[src/rtl/pixel_classifier.sv]
// pixel_classifier: two-stage pixel classifier for a scrolling music-staff display.
// Each pixel is classified as note (00), staff (01), text (10) or background (11).
// Note positions come from a 32-entry column table that can be written at run time.
// Optional feature macro SCROLL_EN: frame_start advances a 5-bit column offset.
module pixel_classifier #(
   parameter int unsigned COL_SHIFT = 4,
   parameter int unsigned STAFF_TOP = 160,
   parameter int unsigned STAFF_GAP = 16,
   parameter int unsigned TEXT_ROWS = 32
) (
   input  logic       clk,
   input  logic       reset,
   input  logic       in_valid,
   input  logic [9:0] x,
   input  logic [8:0] y,
   input  logic       text_bit,
   input  logic       frame_start,
   input  logic       note_wr_en,
   input  logic [4:0] note_wr_col,
   input  logic [3:0] note_wr_pitch,
   input  logic [1:0] note_wr_instr,
   input  logic       note_wr_clear,
   input  logic       clear_all,
   output logic [1:0] pixel_type,
   output logic [1:0] instrument_type,
   output logic       out_valid
);

   localparam int unsigned NUM_COLS   = 32;
   localparam int unsigned NUM_LINES  = 5;
   localparam int unsigned YC_BASE    = STAFF_TOP + 4 * STAFF_GAP;
   localparam int unsigned HALF_GAP   = STAFF_GAP / 2;
   localparam logic [1:0]  PT_NOTE    = 2'b00;
   localparam logic [1:0]  PT_STAFF   = 2'b01;
   localparam logic [1:0]  PT_TEXT    = 2'b10;
   localparam logic [1:0]  PT_BG      = 2'b11;

   typedef struct packed {
      logic       valid;
      logic [3:0] pitch;
      logic [1:0] instr;
   } note_entry_t;

   note_entry_t table_q [NUM_COLS];
   note_entry_t table_d [NUM_COLS];

   logic [4:0] offset_c;

`ifdef SCROLL_EN
   logic [4:0] offset_q;
   logic [4:0] offset_d;

   // Advance the scroll offset once per frame; 5-bit wrap 31 -> 0 is natural.
   always_comb begin
      offset_d = offset_q;
      if (frame_start) begin
         offset_d = offset_q + 5'd1;
      end
   end

   // Offset register; frame_start during reset is dropped by reset priority.
   always_ff @(posedge clk) begin
      if (reset) begin
         offset_q <= 5'd0;
      end else begin
         offset_q <= offset_d;
      end
   end

   assign offset_c = offset_q;
`else
   logic unused_frame_start;
   assign unused_frame_start = frame_start;
   assign offset_c           = 5'd0;
`endif

   // Note table update: clear_all overrides any single-entry write.
   always_comb begin
      table_d = table_q;
      if (clear_all) begin
         for (int i = 0; i < NUM_COLS; i++) begin
            table_d[i].valid = 1'b0;
         end
      end else if (note_wr_en) begin
         if (note_wr_clear) begin
            table_d[note_wr_col].valid = 1'b0;
         end else begin
            table_d[note_wr_col] = '{valid: 1'b1, pitch: note_wr_pitch, instr: note_wr_instr};
         end
      end
   end

   // Note table storage; writes during reset are ignored.
   always_ff @(posedge clk) begin
      if (reset) begin
         for (int i = 0; i < NUM_COLS; i++) begin
            table_q[i] <= '0;
         end
      end else begin
         for (int i = 0; i < NUM_COLS; i++) begin
            table_q[i] <= table_d[i];
         end
      end
   end

   // Stage 1 signals: only the x bits the classifier needs are kept.
   logic        s1_valid_q, s1_valid_d;
   logic [3:0]  s1_x_lo_q, s1_x_lo_d;
   logic        s1_x_hi_q, s1_x_hi_d;
   logic        s1_oob_q, s1_oob_d;
   logic [8:0]  s1_y_q, s1_y_d;
   logic        s1_text_q, s1_text_d;
   note_entry_t s1_entry_q, s1_entry_d;
   logic [9:0]  col_full_c;
   logic [4:0]  lookup_col_c;

   // Stage 1: column lookup reads the table before this cycle's write lands.
   always_comb begin
      col_full_c   = x >> COL_SHIFT;
      lookup_col_c = 5'(col_full_c) + offset_c;
      s1_valid_d   = in_valid;
      s1_x_lo_d    = x[3:0];
      s1_x_hi_d    = x[9];
      s1_oob_d     = (col_full_c >= 10'(NUM_COLS));
      s1_y_d       = y;
      s1_text_d    = text_bit;
      s1_entry_d   = table_q[lookup_col_c];
   end

   // Stage 1 pipeline registers.
   always_ff @(posedge clk) begin
      if (reset) begin
         s1_valid_q <= 1'b0;
         s1_x_lo_q  <= 4'd0;
         s1_x_hi_q  <= 1'b0;
         s1_oob_q   <= 1'b0;
         s1_y_q     <= 9'd0;
         s1_text_q  <= 1'b0;
         s1_entry_q <= '0;
      end else begin
         s1_valid_q <= s1_valid_d;
         s1_x_lo_q  <= s1_x_lo_d;
         s1_x_hi_q  <= s1_x_hi_d;
         s1_oob_q   <= s1_oob_d;
         s1_y_q     <= s1_y_d;
         s1_text_q  <= s1_text_d;
         s1_entry_q <= s1_entry_d;
      end
   end

   logic [1:0] pixel_type_q, pixel_type_d;
   logic [1:0] instrument_type_q, instrument_type_d;
   logic       out_valid_q, out_valid_d;
   logic [9:0] y_ext_c;
   logic [9:0] yc_c;
   logic       on_line_c;
   logic       is_note_c;
   logic       is_staff_c;
   logic       is_text_c;

   // Stage 2: classify with note > staff > text > background priority.
   always_comb begin
      y_ext_c   = {1'b0, s1_y_q};
      yc_c      = 10'(YC_BASE) - 10'(s1_entry_q.pitch) * 10'(HALF_GAP);
      on_line_c = 1'b0;
      for (int k = 0; k < NUM_LINES; k++) begin
         if (y_ext_c == 10'(STAFF_TOP + k * STAFF_GAP)) begin
            on_line_c = 1'b1;
         end
      end
      is_note_c  = s1_entry_q.valid && !s1_oob_q
                && (s1_x_lo_q >= 4'd4) && (s1_x_lo_q <= 4'd11)
                && (y_ext_c + 10'd3 >= yc_c) && (y_ext_c <= yc_c + 10'd3);
      is_staff_c = on_line_c && !s1_x_hi_q;
      is_text_c  = (s1_y_q < 9'(TEXT_ROWS)) && s1_text_q;

      pixel_type_d      = PT_BG;
      instrument_type_d = 2'b00;
      out_valid_d       = s1_valid_q;
      if (s1_valid_q) begin
         if (is_note_c) begin
            pixel_type_d      = PT_NOTE;
            instrument_type_d = s1_entry_q.instr;
         end else if (is_staff_c) begin
            pixel_type_d = PT_STAFF;
         end else if (is_text_c) begin
            pixel_type_d = PT_TEXT;
         end
      end
   end

   // Stage 2 output registers.
   always_ff @(posedge clk) begin
      if (reset) begin
         pixel_type_q      <= PT_BG;
         instrument_type_q <= 2'b00;
         out_valid_q       <= 1'b0;
      end else begin
         pixel_type_q      <= pixel_type_d;
         instrument_type_q <= instrument_type_d;
         out_valid_q       <= out_valid_d;
      end
   end

   assign pixel_type      = pixel_type_q;
   assign instrument_type = instrument_type_q;
   assign out_valid       = out_valid_q;

endmodule
[config.mk]
export PLATFORM = sky130hd
export DESIGN_NAME = pixel_classifier
export DESIGN_NICKNAME = d
export VERILOG_FILES = /design/src/rtl/pixel_classifier.sv
export SDC_FILE = /design/constraint.sdc
export NUM_CORES = 1
export LEC_CHECK = 0
export ABC_AREA = 0
export CORE_UTILIZATION = 41
export DETAILED_ROUTE_END_ITERATION = 7
export GPL_TIMING_DRIVEN = 0
export MAX_ROUTING_LAYER = met4
export PLACE_DENSITY = 0.67
export SETUP_SLACK_MARGIN = 0.4
export SLEW_MARGIN = 20
export SYNTH_ARGS = -nofsm -noshare
export SYNTH_HDL_FRONTEND = slang
export SYNTH_SLANG_ARGS = --single-unit
export TNS_END_PERCENT = 100
[constraint.sdc]
create_clock -name clk -period 3.5 [get_ports clk]
set_input_delay 0.7 -clock clk [delete_from_list [all_inputs] [get_ports clk]]
set_output_delay 0.7 -clock clk [all_outputs]
set_load 0.005 [all_outputs]
==> results of run 1 <==
[per-stage QoR]
| step | instance area, um^2 | std cells | total power [mW] |
|---|---|---|---|
| after global routing | 13000 | 1716 | 6.43 |
| after global placement | 12100 | 1667 | 3.39 |
| after floorplan | 11300 | 1293 | 3.21 |
| after CTS | 13000 | 1716 | 6.27 |
| final | 13000 | 1716 | 6.26 |
| after detailed placement | 12100 | 1667 | 3.39 |
[per-layer routing]
metal	vias up	wire, um	share of wire
li1	4695	-	-
met1	4916	14500	0.40
met2	496	16800	0.46
met3	105	3420	0.095
met4	0	1450	0.040
met5	-	0	0
[Yosys cell counts (2+ instances only)]
cell type  number  area [um^2]
dfxtp_1       251         5020
nand2_1       223          837
a21oi_1       202         1010
nand3_1       149          746
nor2_1         85          319
clkbuf_1       79          297
mux4_2         56         1260
o21ai_0        51          255
a211oi_1       34          255
buf_2          20          100
mux2i_1        19          190
nor2b_1        19          119
buf_4          15          113
ha_1           11          138
a221o_1         7         70.1
mux2_2          7         78.8
xnor2_1         7         61.3
inv_1           6         22.5
nand3b_1        5         37.5
a31oi_1         4         25.0
and2_1          3         18.8
and3b_1         3         26.3
buf_6           3         33.8
nand4b_1        3         26.3
nor3b_1         3         22.5
a22oi_1         2         15.0
a41oi_1         2         17.5
and3_1          2         12.5
buf_1           2         7.51
nor3_1          2         10.0
o211ai_1        2         15.0
or2_2           2         12.5
or3b_2          2         17.5
[how the worst min path moves through the flow]
stage / start / slack [ps] / cells past startpoint / end
finish: s1_entry_q[0] / 430 / 1 / instrument_type[0]
CTS: note_wr_clear / 430 / 2 / table_q[6]
floorplan: s1_entry_q[0] / 410 / 1 / instrument_type[0]
global route: note_wr_clear / 460 / 2 / table_q[13]
global placement: s1_entry_q[0] / 410 / 1 / instrument_type[0]
detailed placement: s1_entry_q[0] / 420 / 1 / instrument_type[0]
[cells in the final DEF (no fill, tap or decap), types with 5 or more instances in the layout]
cell type / count
nand2_1: 223
a211oi_1: 34
clkbuf_1: 84
dfxtp_1: 251
nand3_1: 149
xnor2_1: 7
nand3b_1: 5
mux2_2: 7
buf_4: 15
a21oi_1: 202
o21ai_0: 51
mux2i_1: 19
buf_2: 20
clkbuf_16: 27
nor2_1: 85
nor2b_1: 19
ha_1: 11
clkdlybuf4s50_1: 33
mux4_2: 56
clkinv_2: 5
inv_1: 6
a221o_1: 7
[registers in the layout (all words and copies together), names as in the netlist]
| name | flops |
|---|---|
| instrument_type | 2 |
| out_valid | 1 |
| out_valid_d | 1 |
| s1_x_lo_q | 2 |
| pixel_type | 2 |
| s1_entry_q | 7 |
| s1_y_q | 9 |
| table_q | 224 |
| s1_x_hi_q | 1 |
| s1_oob_q | 1 |
| s1_text_q | 1 |
[power groups by stage]
stage	clock network, mW	logic, mW	registers (mW)
2_1_floorplan	0	0.261	2.95
3_3_place_gp	0	0.431	2.95
3_5_place_dp	0	0.434	2.95
4_1_cts	2.95	0.436	2.89
5_1_grt	3.07	0.471	2.89
6_report	2.93	0.445	2.89
[area by class of cell]
cell class	count	area, um^2	area share
timing repair buffer	33	330	0.0255
tap	341	427	0.0329
inverter	6	22.5	0.00174
multi-input combinational	916	5690	0.439
buffer	120	566	0.0436
sequential	251	5020	0.388
clock buffer	35	736	0.0568
clock inverter	14	165	0.0127
[critical path, cell delays in order]
cell and delay, ps:
clkdlybuf4s50_1 600, buf_4 300, buf_2 360, mux4_2 350, mux2_2 270, a21oi_1 340, a21oi_1 220
[cell families after synthesis]
logic type,share of synthesized area
adder cells (fa/ha/maj),0.0122
AO/OA/AOI/OAI,0.150
flip-flops,0.445
XOR/XNOR,0.00620
buffers and inverters,0.0520
AND/OR/NAND/NOR,0.200
multiplexers,0.135
==> results.toml, run 1 <==
[logic_synthesis]
synth_nets = 1342
syn_area_per_cell_um2 = 8.74
seq_area_frac_synth = 0.445
synth_edf_count = 0
synthCells = 1293
ys_types = 45
synth.yosys.warnings = 0
ys_async_sr_fraction = 0
synth_area_um2 = 11300
ys_seq_elements = 251
synth_flop_cell = "dfxtp_1"

[drt]
firstDrtPassIters = 7
drc = 0
routedWlPerCell_um = 21.1
initialDrtViolationCount = 1097
ant_nets = 0
vias = 10200
wirelength_um = 36100
routed_via_density = 5.95

[cts]
cts_tree = "yes"
cts_made_buffers = 27
cts_hold_buf = 0
path_clk_slew_ps = 60
cts-resized-gates = 0
cts_htree_levels = 1
clkLatencyLatePin_ps = 540
cts-root-buf = "clkbuf_16"
cts_max_path_buffers = 3
postCtsSetupBuffers = 0
cts.sinks = 251

[die]
coreArea_um2 = 27000
die-height_um = 168
dieArea_um2 = 28200
num_rows = 60
initial_utilization = 0.418
io_pins = 43
die_w_um = 168

[timing]
skew_ps = 12.6
layout_min_cycle_time_ps = 2780
fin_hold_ws_ps = 435
hold_viol = 0
min_period_over_period = 0.795
fin_tns_setup_ps = 0
fmax_mhz = 359
rsz0062_at_grt = "no"
fin_ws_ps = 717
setup_viol = 0
worstMarginPinSlew_ps = 872
final_max_slew_viol_count = 0
slew_headroom = 0.418

[critical_path]
end_kind = "flip-flop"
worstReg2RegStart = "s1_y_q[2]"
worst-setup-path-type = "input port to flip-flop"
cp_max_fo = 10
cp-endpoint = "s1_entry_q[6]"
cp.arrival_ps = 3160
cp.required_ps = 3870
timing.rr.end = "instrument_type[1]"
ff2ff_path_depth = 10
ff2ff_setup_slack_ps = 1250
critPathLaunch = "x[6]"
crit_path_start_kind = "input port"

[pwr]
p_leak_nw = 4.14
power.internal_mw = 4.73
p_clk_frac = 0.467
p_sw_mw = 1.53
pwr_density_cell_nw_per_um2 = 483
switching_share = 0.245
ir_drop_uv = 322
p_seq_frac = 0.462
combPwrFrac = 0.071

[cells_and_area]
synthToLayoutAreaGrowth_pct = 14.7
num-fill-cells = 2611
fin_nets = 1404
antenna_cells = 0
final_core_util = 0.479
drive_above_1_share = 0.111

[global_routing]
grtUsageMet3 = 0.0524
grt_use_total = 0.266
globalRouteMet1Util = 0.327
grt_pass1_vias = 10100
busiest_layer = "met2"
grt_start_max_net_pins = 15
grt_antenna_before_repair = 0
overflow = 0
grt_pass1_wl_um = 56100
met2_usage = 0.424

[run]
maxCapViolCount = 0

[status]
outcome = "complete, no violations"

[placement]
io_buffer_count = 33
place_ws_ps = 228
dp_hpwl_um = 25200
gp_congestion = 0.934

[min_path]
min_path_type = "flip-flop to flip-flop"
No activity file was read; power rests on OpenSTA's default activity.
==> run 2: changes to the inputs <==
--- a/config.mk
+++ b/config.mk
@@ -10,7 +10,7 @@
 export DETAILED_ROUTE_END_ITERATION = 7
 export GPL_TIMING_DRIVEN = 0
 export MAX_ROUTING_LAYER = met4
-export PLACE_DENSITY = 0.67
+export PLACE_DENSITY = 0.7
 export SETUP_SLACK_MARGIN = 0.4
 export SLEW_MARGIN = 20
 export SYNTH_ARGS = -nofsm -noshare
==> constraint.sdc (replaced) <==
create_clock -name clk -period 2.5 [get_ports clk]
set_input_delay 0.5 -clock clk [delete_from_list [all_inputs] [get_ports clk]]
set_output_delay 0.5 -clock clk [all_outputs]
set_load 0.005 [all_outputs]
==> run 2 against run 1 <==
  * Die area stayed put
  * Critical path depth did not move
  * Sequential cell count is the same
  * Non-clock buffer count did not move
  * Via count down 0.29%
  * Clock power is 38% higher
  * Routed wire length up 0.52%
  * Sequential power is 40% higher
  * Critical path type is now flip-flop to flip-flop
  * Critical endpoint is now instrument_type[0]
  * Largest power group is now registers
==> results.toml, run 2 (synthesis gave the netlist of run 1 again) <==
[status]
outcome = "complete, no violations"

[drt]
routed_via_density = 5.93
highest_layer = "met4"
firstDrtPassIters = 6
vias = 10200
wirelength_um = 36300
wl_met1_um = 14700
initialDrtViolationCount = 1308
ant_nets = 0
routedWlPerCell_um = 21.2
drc = 0
met3WireLength_um = 3490
route.met2.wl_um = 16800

[cts]
cts.sinks = 251
clkLatencyLatePin_ps = 560
cts_made_buffers = 27
cts-root-buf = "clkbuf_16"
path_clk_slew_ps = 60
cts_max_path_buffers = 3
postCtsSetupBuffers = 0
cts_tree = "yes"
cts_htree_levels = 1

[cells_and_area]
final_cell_mix = "246 x dfxtp_1, 223 x nand2_1, 201 x a21oi_1"
synthToLayoutAreaGrowth_pct = 15.6
final_core_util = 0.483
layout_commonest_cell = "dfxtp_1"
top_regs = "table_q: 224 flops, s1_y_q: 9 flops, s1_entry_q: 7 flops"
drive_above_1_share = 0.129
largest_register_ffs = 224
regMostFlops = "table_q"
final_cells = 1717
fin_nets = 1404

[placement]
gp_congestion = 0.955
dp_hpwl_um = 25100
io_buffer_count = 33
dp.cells = 1667

[timing]
final_max_slew_viol_count = 0
min_period_over_period = 0.833
setup_viol = 0
layout_min_cycle_time_ps = 2080
rsz0062_at_grt = "yes"
fin_tns_setup_ps = 0
skew_ps = 24.1
worstMarginPinSlew_ps = 913
fin_hold_ws_ps = 247
slew_headroom = 0.391
hold_viol = 0
fmax_mhz = 480

[critical_path]
cp_max_fo = 5
end_kind = "flip-flop"
crit_path_start_kind = "flip-flop"
cp.arrival_ps = 2510
cp.required_ps = 2930
worst-setup-path-type = "flip-flop to flip-flop"

[run]
maxCapViolCount = 0

[global_routing]
grt_start_max_net_pins = 14
grt_use_total = 0.266
grt_antenna_before_repair = 1
grt_pass1_wl_um = 55800
grt_pass1_vias = 9739
overflow = 0

[min_path]
min_path_type = "input port to flip-flop"

[die]
num_rows = 60
io_pins = 43
die-height_um = 168
initial_utilization = 0.418
coreArea_um2 = 27000
dieArea_um2 = 28200
die_w_um = 168

[pwr]
pwr_density_cell_nw_per_um2 = 667
p_leak_nw = 4.20
ir_drop_uv = 585
total_power_mw = 8.71
-- run 2: cell count changes in the layout (fill, tap and decap cells not counted), sizes merged, moves of 2 or more --
cell / change
clkinvlp: -2
clkinv: -4
buf: -2
clkbuf: +9
bufinv: -2
-- run 2: path summary, 6_finish.rpt --
kind         slack (ps)                 end          start  cells past startpoint
max                 420  instrument_type[0]      s1_y_q[0]                      7
min                 250         table_q[13]  note_wr_clear                      2
max reg2reg         420  instrument_type[0]      s1_y_q[0]                      7
min reg2reg         430  instrument_type[0]  s1_entry_q[0]                      1
-- run 2: cell type report --
type / instances / area [um^2]
Fill cell: 2557 / 14000
Multi-Input combinational cell: 916 / 5740
Sequential cell: 251 / 5040
Clock buffer: 42 / 822
Buffer: 120 / 612
Tap cell: 341 / 427
Timing Repair Buffer: 33 / 329
Clock inverter: 7 / 70.1
Inverter: 6 / 22.5
Antenna cell: 1 / 2.50
-- run 2: report_power, final --
part | leakage [nW] | internal (mW) | switching, mW
combinational | 1.73 | 0.202 | 0.435
sequential | 2.03 | 4.03 | 0.0209
clock | 0.445 | 2.36 | 1.67
-- run 2: repair_timing --
action / CTS / global route
hold buffers: 0 / 0
endpoints found under the setup margin: 67 / 159
endpoints found under the hold margin: 0 / 0
resized for setup: 18 / 31
pin swaps: 1 / 8
-- run 2: critical path: stages (launching register included) --
cell	delay, ps
dfxtp_4	360
o211ai_1	310
nor2_2	120
xnor2_1	140
ha_1	340
a221oi_2	370
a211oi_2	160
and2_1	180
-- run 2: metal layers --
metal	vias to the layer above	global-route usage
met3	108	0.0538
met5	-	-
met1	4849	0.335
met4	0	0.110
met2	536	0.417
li1	4689	-
-- run 2: through the flow --
stage	worst slack, ps	area, um^2
finish	417	13100
global route	349	13100
CTS	405	13000
detailed placement	-571	12100
global placement	-551	12100
floorplan	564	11300
==> RTL edit 1 (settings of run 2) <==
Change the localparam `NUM_LINES` from 5 to 6.
--- a/src/rtl/pixel_classifier.sv
+++ b/src/rtl/pixel_classifier.sv
@@ -29,3 +29,3 @@
    localparam int unsigned NUM_COLS   = 32;
-   localparam int unsigned NUM_LINES  = 5;
+   localparam int unsigned NUM_LINES  = 6;
    localparam int unsigned YC_BASE    = STAFF_TOP + 4 * STAFF_GAP;
Formal check against the unedited RTL: not equivalent (a bounded check fails within 4 cycles, from zero or initial values and one cycle with reset high).
==> RTL edit 1 against run 2 <==
The run now ends with DRC left; clock skew down 0.014 ns; total power shrank 0.26%; count of clock-buffer cells in the layout fell by 6; first-iteration DRC count down 52%; worst setup slack got worse by 0.13 ns; via count fell by 18%; synthesized area is essentially flat; sequential cell count unchanged; cell area is 3.2% higher; routed wire length decreased by 18%; sequential share of layout area decreased by 1.3 points; final cell count is 12% lower.
==> RTL edit 1: results <==
group,metric,value,unit
detailed_routing,met3WireLength,1230,um
detailed_routing,finalWirelength,29800,um
global_routing,grt_pass1_wl,46600,um
detailed_routing,drtIter0Drc,625,
setup_path,cp.arrival,2.64,ns
yosys,synthAdderAreaFrac,0.0122,
yosys,synth_area_leaders,"dfxtp_1 (44%), mux2i_1 (19%), mux4_2 (11%)",
yosys,synth_mux_area_frac,0.300,
detailed_routing,wl_met2,14300,um
power_and_ir_drop,p_switching,0.00201,W
yosys,syn_area_per_cell,10.6,um2
yosys,synth_common_cells,"nor2_1 (260), dfxtp_1 (251), mux2i_1 (211)",
placement,port_buffers,32,
detailed_routing,drc,1,
outcome,status,"finished with violations",
outcome,failed_checks,"DRC",
placement,dp_hpwl,20800,um
detailed_routing,wl_per_cell,19.8,um
setup_path,crit_slowest_cell,"dfxtp_2",
setup_path,path_max_fanout,4,
global_routing,grtUsageTotal,0.218,
global_routing,antenna_found_initial,2,
cts,cts_buffers,26,
timing,slew-limit-headroom,0.438,
yosys,seq_area_frac_synth,0.444,
global_routing,grtUsageMet2,0.362,
cells_and_area,final_nets,1195,
yosys,ys_types,44,
timing,fin_skew,0.0103,ns
cells_and_area,fillers,2411,
==> RTL edit 1: worst paths after layout <==
check / startpoint / endpoint / slack [ns] / depth (start not counted)
setup / recovery: s1_y_q[0]$_SDFF_PP0_ / instrument_type[1]$_SDFF_PP0_ / 0.28 / 8
hold / removal: note_wr_clear / table_q[6]$_SDFFE_PP0P_ / 0.19 / 2
setup reg to reg: s1_y_q[0]$_SDFF_PP0_ / instrument_type[1]$_SDFF_PP0_ / 0.28 / 8
hold reg to reg: table_q[14]$_SDFFE_PP0P_ / table_q[14]$_SDFFE_PP0P_ / 0.49 / 2
==> RTL edit 1: per-stage QoR <==
stage,hold WS [ns],setup slack [ns],instance area (um2)
finish,0.191,0.282,13500
global route,0.195,0.215,13500
CTS,0.174,0.279,13200
detailed placement,0.470,-0.662,12100
global placement,0.459,-0.665,12100
floorplan,0.444,0.327,11300
==> RTL edit 1: what timing repair did <==
action / 4_1_cts / 5_1_grt
resized for setup: 15 / 43
buffers inserted: 16 / 8
setup endpoints to repair: 157 / 172
pin swaps: 17 / 5
==> RTL edit 1: layout make-up <==
type	count	share of cell area
clock inverter	9	0.00909
timing repair buffer	56	0.0504
inverter	4	0.00111
tap	341	0.0316
clock buffer	36	0.0570
antenna	1	0.000186
sequential	251	0.373
multi-input combinational	722	0.448
buffer	85	0.0296
==> RTL edit 1: kinds of logic after synthesis <==
logic type | Yosys count
mux | 269
xor+xnor | 8
buf+inv | 89
compound gates | 68
simple gates | 366
flops | 251
fa+ha+maj | 11
==> RTL edit 1: power by group through the flow <==
stage	Clock [W]	Combinational (W)	Sequential, W
finish	0.00404	0.000603	0.00405
global route	0.00424	0.000650	0.00405
CTS	0.00409	0.000581	0.00405
detailed placement	0	0.000564	0.00414
global placement	0	0.000558	0.00414
floorplan	0	0.000352	0.00413
==> RTL edit 2 (flow settings as in run 2) <==
Made on the original files. Put one more register stage on the output `pixel_type`, without a reset. The value now appears one clock later. The other outputs are not delayed to match.
--- a/src/rtl/pixel_classifier.sv
+++ b/src/rtl/pixel_classifier.sv
@@ -204,3 +204,5 @@
 
-   assign pixel_type      = pixel_type_q;
+   always_ff @(posedge clk) begin
+      pixel_type <= pixel_type_q;
+   end
    assign instrument_type = instrument_type_q;
Formal check against the unedited RTL: not equivalent (Yosys sat finds a counterexample within 4 cycles, from zero or initial values and one cycle with reset high).
==> RTL edit 2 against run 2 <==
Clock skew shrank 0.0023 ns; sequential cell count rose by 2; non-clock buffer count is 1 lower; routed wire length decreased by 2.2%; total power grew 4.0%; worst setup slack worse by 0.015 ns; worst hold slack got worse by 0.0099 ns; synthesized area rose by 0.45%; synthesized cell count is the same; cell area grew 0.60%.
==> RTL edit 2: results <==
group,metric,value,unit
setup_path,crit_slowest_cell,"dfxtp_2",
setup_path,cp.arrival,2.49,ns
power_and_ir_drop,vdd_drop_max,0.473,mV
detailed_routing,drtIter0Drc,1120,
yosys,synth_mux_area_frac,0.132,
yosys,synth_xor_area_frac,0.00617,
global_routing,grtUsageTotal,0.257,
yosys,seq_area_frac_synth,0.446,
detailed_routing,num_vias,10200,
yosys,synthAdderAreaFrac,0.0121,
yosys,synth_compound_area_frac,0.152,
placement,place_congestion,0.921,
outcome,status,"completed",
setup_path,path_max_fanout,6,
placement,placement.cell_area,12100,um2
yosys,synth_area_leaders,"dfxtp_1 (45%), mux4_2 (11%), a21oi_1 (8.7%)",
placement,port_buffers,32,
global_routing,grt_max_degree,15,
global_routing,grtUsageMet2,0.401,
global_routing,first_global_vias,9825,
timing,slew-limit-headroom,0.427,
setup_path,cp_slowest_stage_delay,0.40,ns
global_routing,grtUsageMet1,0.322,
power_and_ir_drop,leakage,4.23,nW
cells_and_area,top_regs,"table_q x224, s1_y_q x9, s1_entry_q x7",
global_routing,antenna_found_initial,2,
global_routing,gr-usage-met3,0.0449,
yosys,synth_common_cells,"dfxtp_1 (253), nand2_1 (223), a21oi_1 (198)",
cells_and_area,drive_above_1_share,0.129,
cells_and_area,final_nets,1403,
-- RTL edit 2: cells by family (layout without fill, tap and decap cells) --
kind of cell    Yosys count  in the layout
compound gates          307            307
flops                   253            253
other cells               0              2
mux                      79             79
xor+xnor                  8              8
buf+inv                 126            206
simple gates            509            509
fa+ha+maj                11             11
-- RTL edit 2: final timing paths --
kind,startpoint,end,slack [ns],cells after the start
max,s1_y_q[2]$_SDFF_PP0_,pixel_type_q[1]$_SDFF_PP1_,0.40,10
min,note_wr_clear,table_q[6]$_SDFFE_PP0P_,0.24,2
min reg2reg,pixel_type_q[0]$_SDFF_PP1_,pixel_type[0]$_DFF_P_,0.33,0
max reg2reg,s1_y_q[2]$_SDFF_PP0_,pixel_type_q[1]$_SDFF_PP1_,0.40,10
-- RTL edit 2: final cells by class --
type                       instances  area [um2]
tap                              341         427
fill                            2567       13900
inverter                           6        22.5
clock inverter                    13         203
multi-input combinational        914        5750
timing repair buffer              32         320
buffer                           120         592
sequential                       253        5070
clock buffer                      35         756
antenna                            2        5.00
-- RTL edit 2: repair_timing --
item | in CTS | in global routing
pin swaps | 1 | 2
gates resized for setup | 12 | 25
setup endpoints to repair | 68 | 97
-- RTL edit 2: power by group --
part	total [W]	switching (W)	internal [W]	leakage (nW)
combinational	0.000627	0.000427	0.000199	1.72
sequential	0.00408	0.0000218	0.00406	2.04
clock	0.00435	0.00171	0.00264	0.467
total	0.00906	0.00216	0.00690	4.23
-- RTL edit 2: routing by layer --
| layer | vias up | part of all wire | wire, um |
|---|---|---|---|
| li1 | 4706 | - | - |
| met1 | 4874 | 0.41 | 14600 |
| met2 | 500 | 0.46 | 16300 |
| met3 | 125 | 0.081 | 2890 |
| met4 | 0 | 0.050 | 1780 |
| met5 | - | 0 | 0 |
-- RTL edit 2: stage by stage --
stage                     total power, W  cells  setup slack (ns)
after global placement           0.00477   1666            -0.251
final                            0.00906   1716             0.402
after floorplan                  0.00453   1293             0.564
after detailed placement         0.00477   1666            -0.314
after CTS                        0.00906   1714             0.397
after global routing             0.00929   1716             0.275
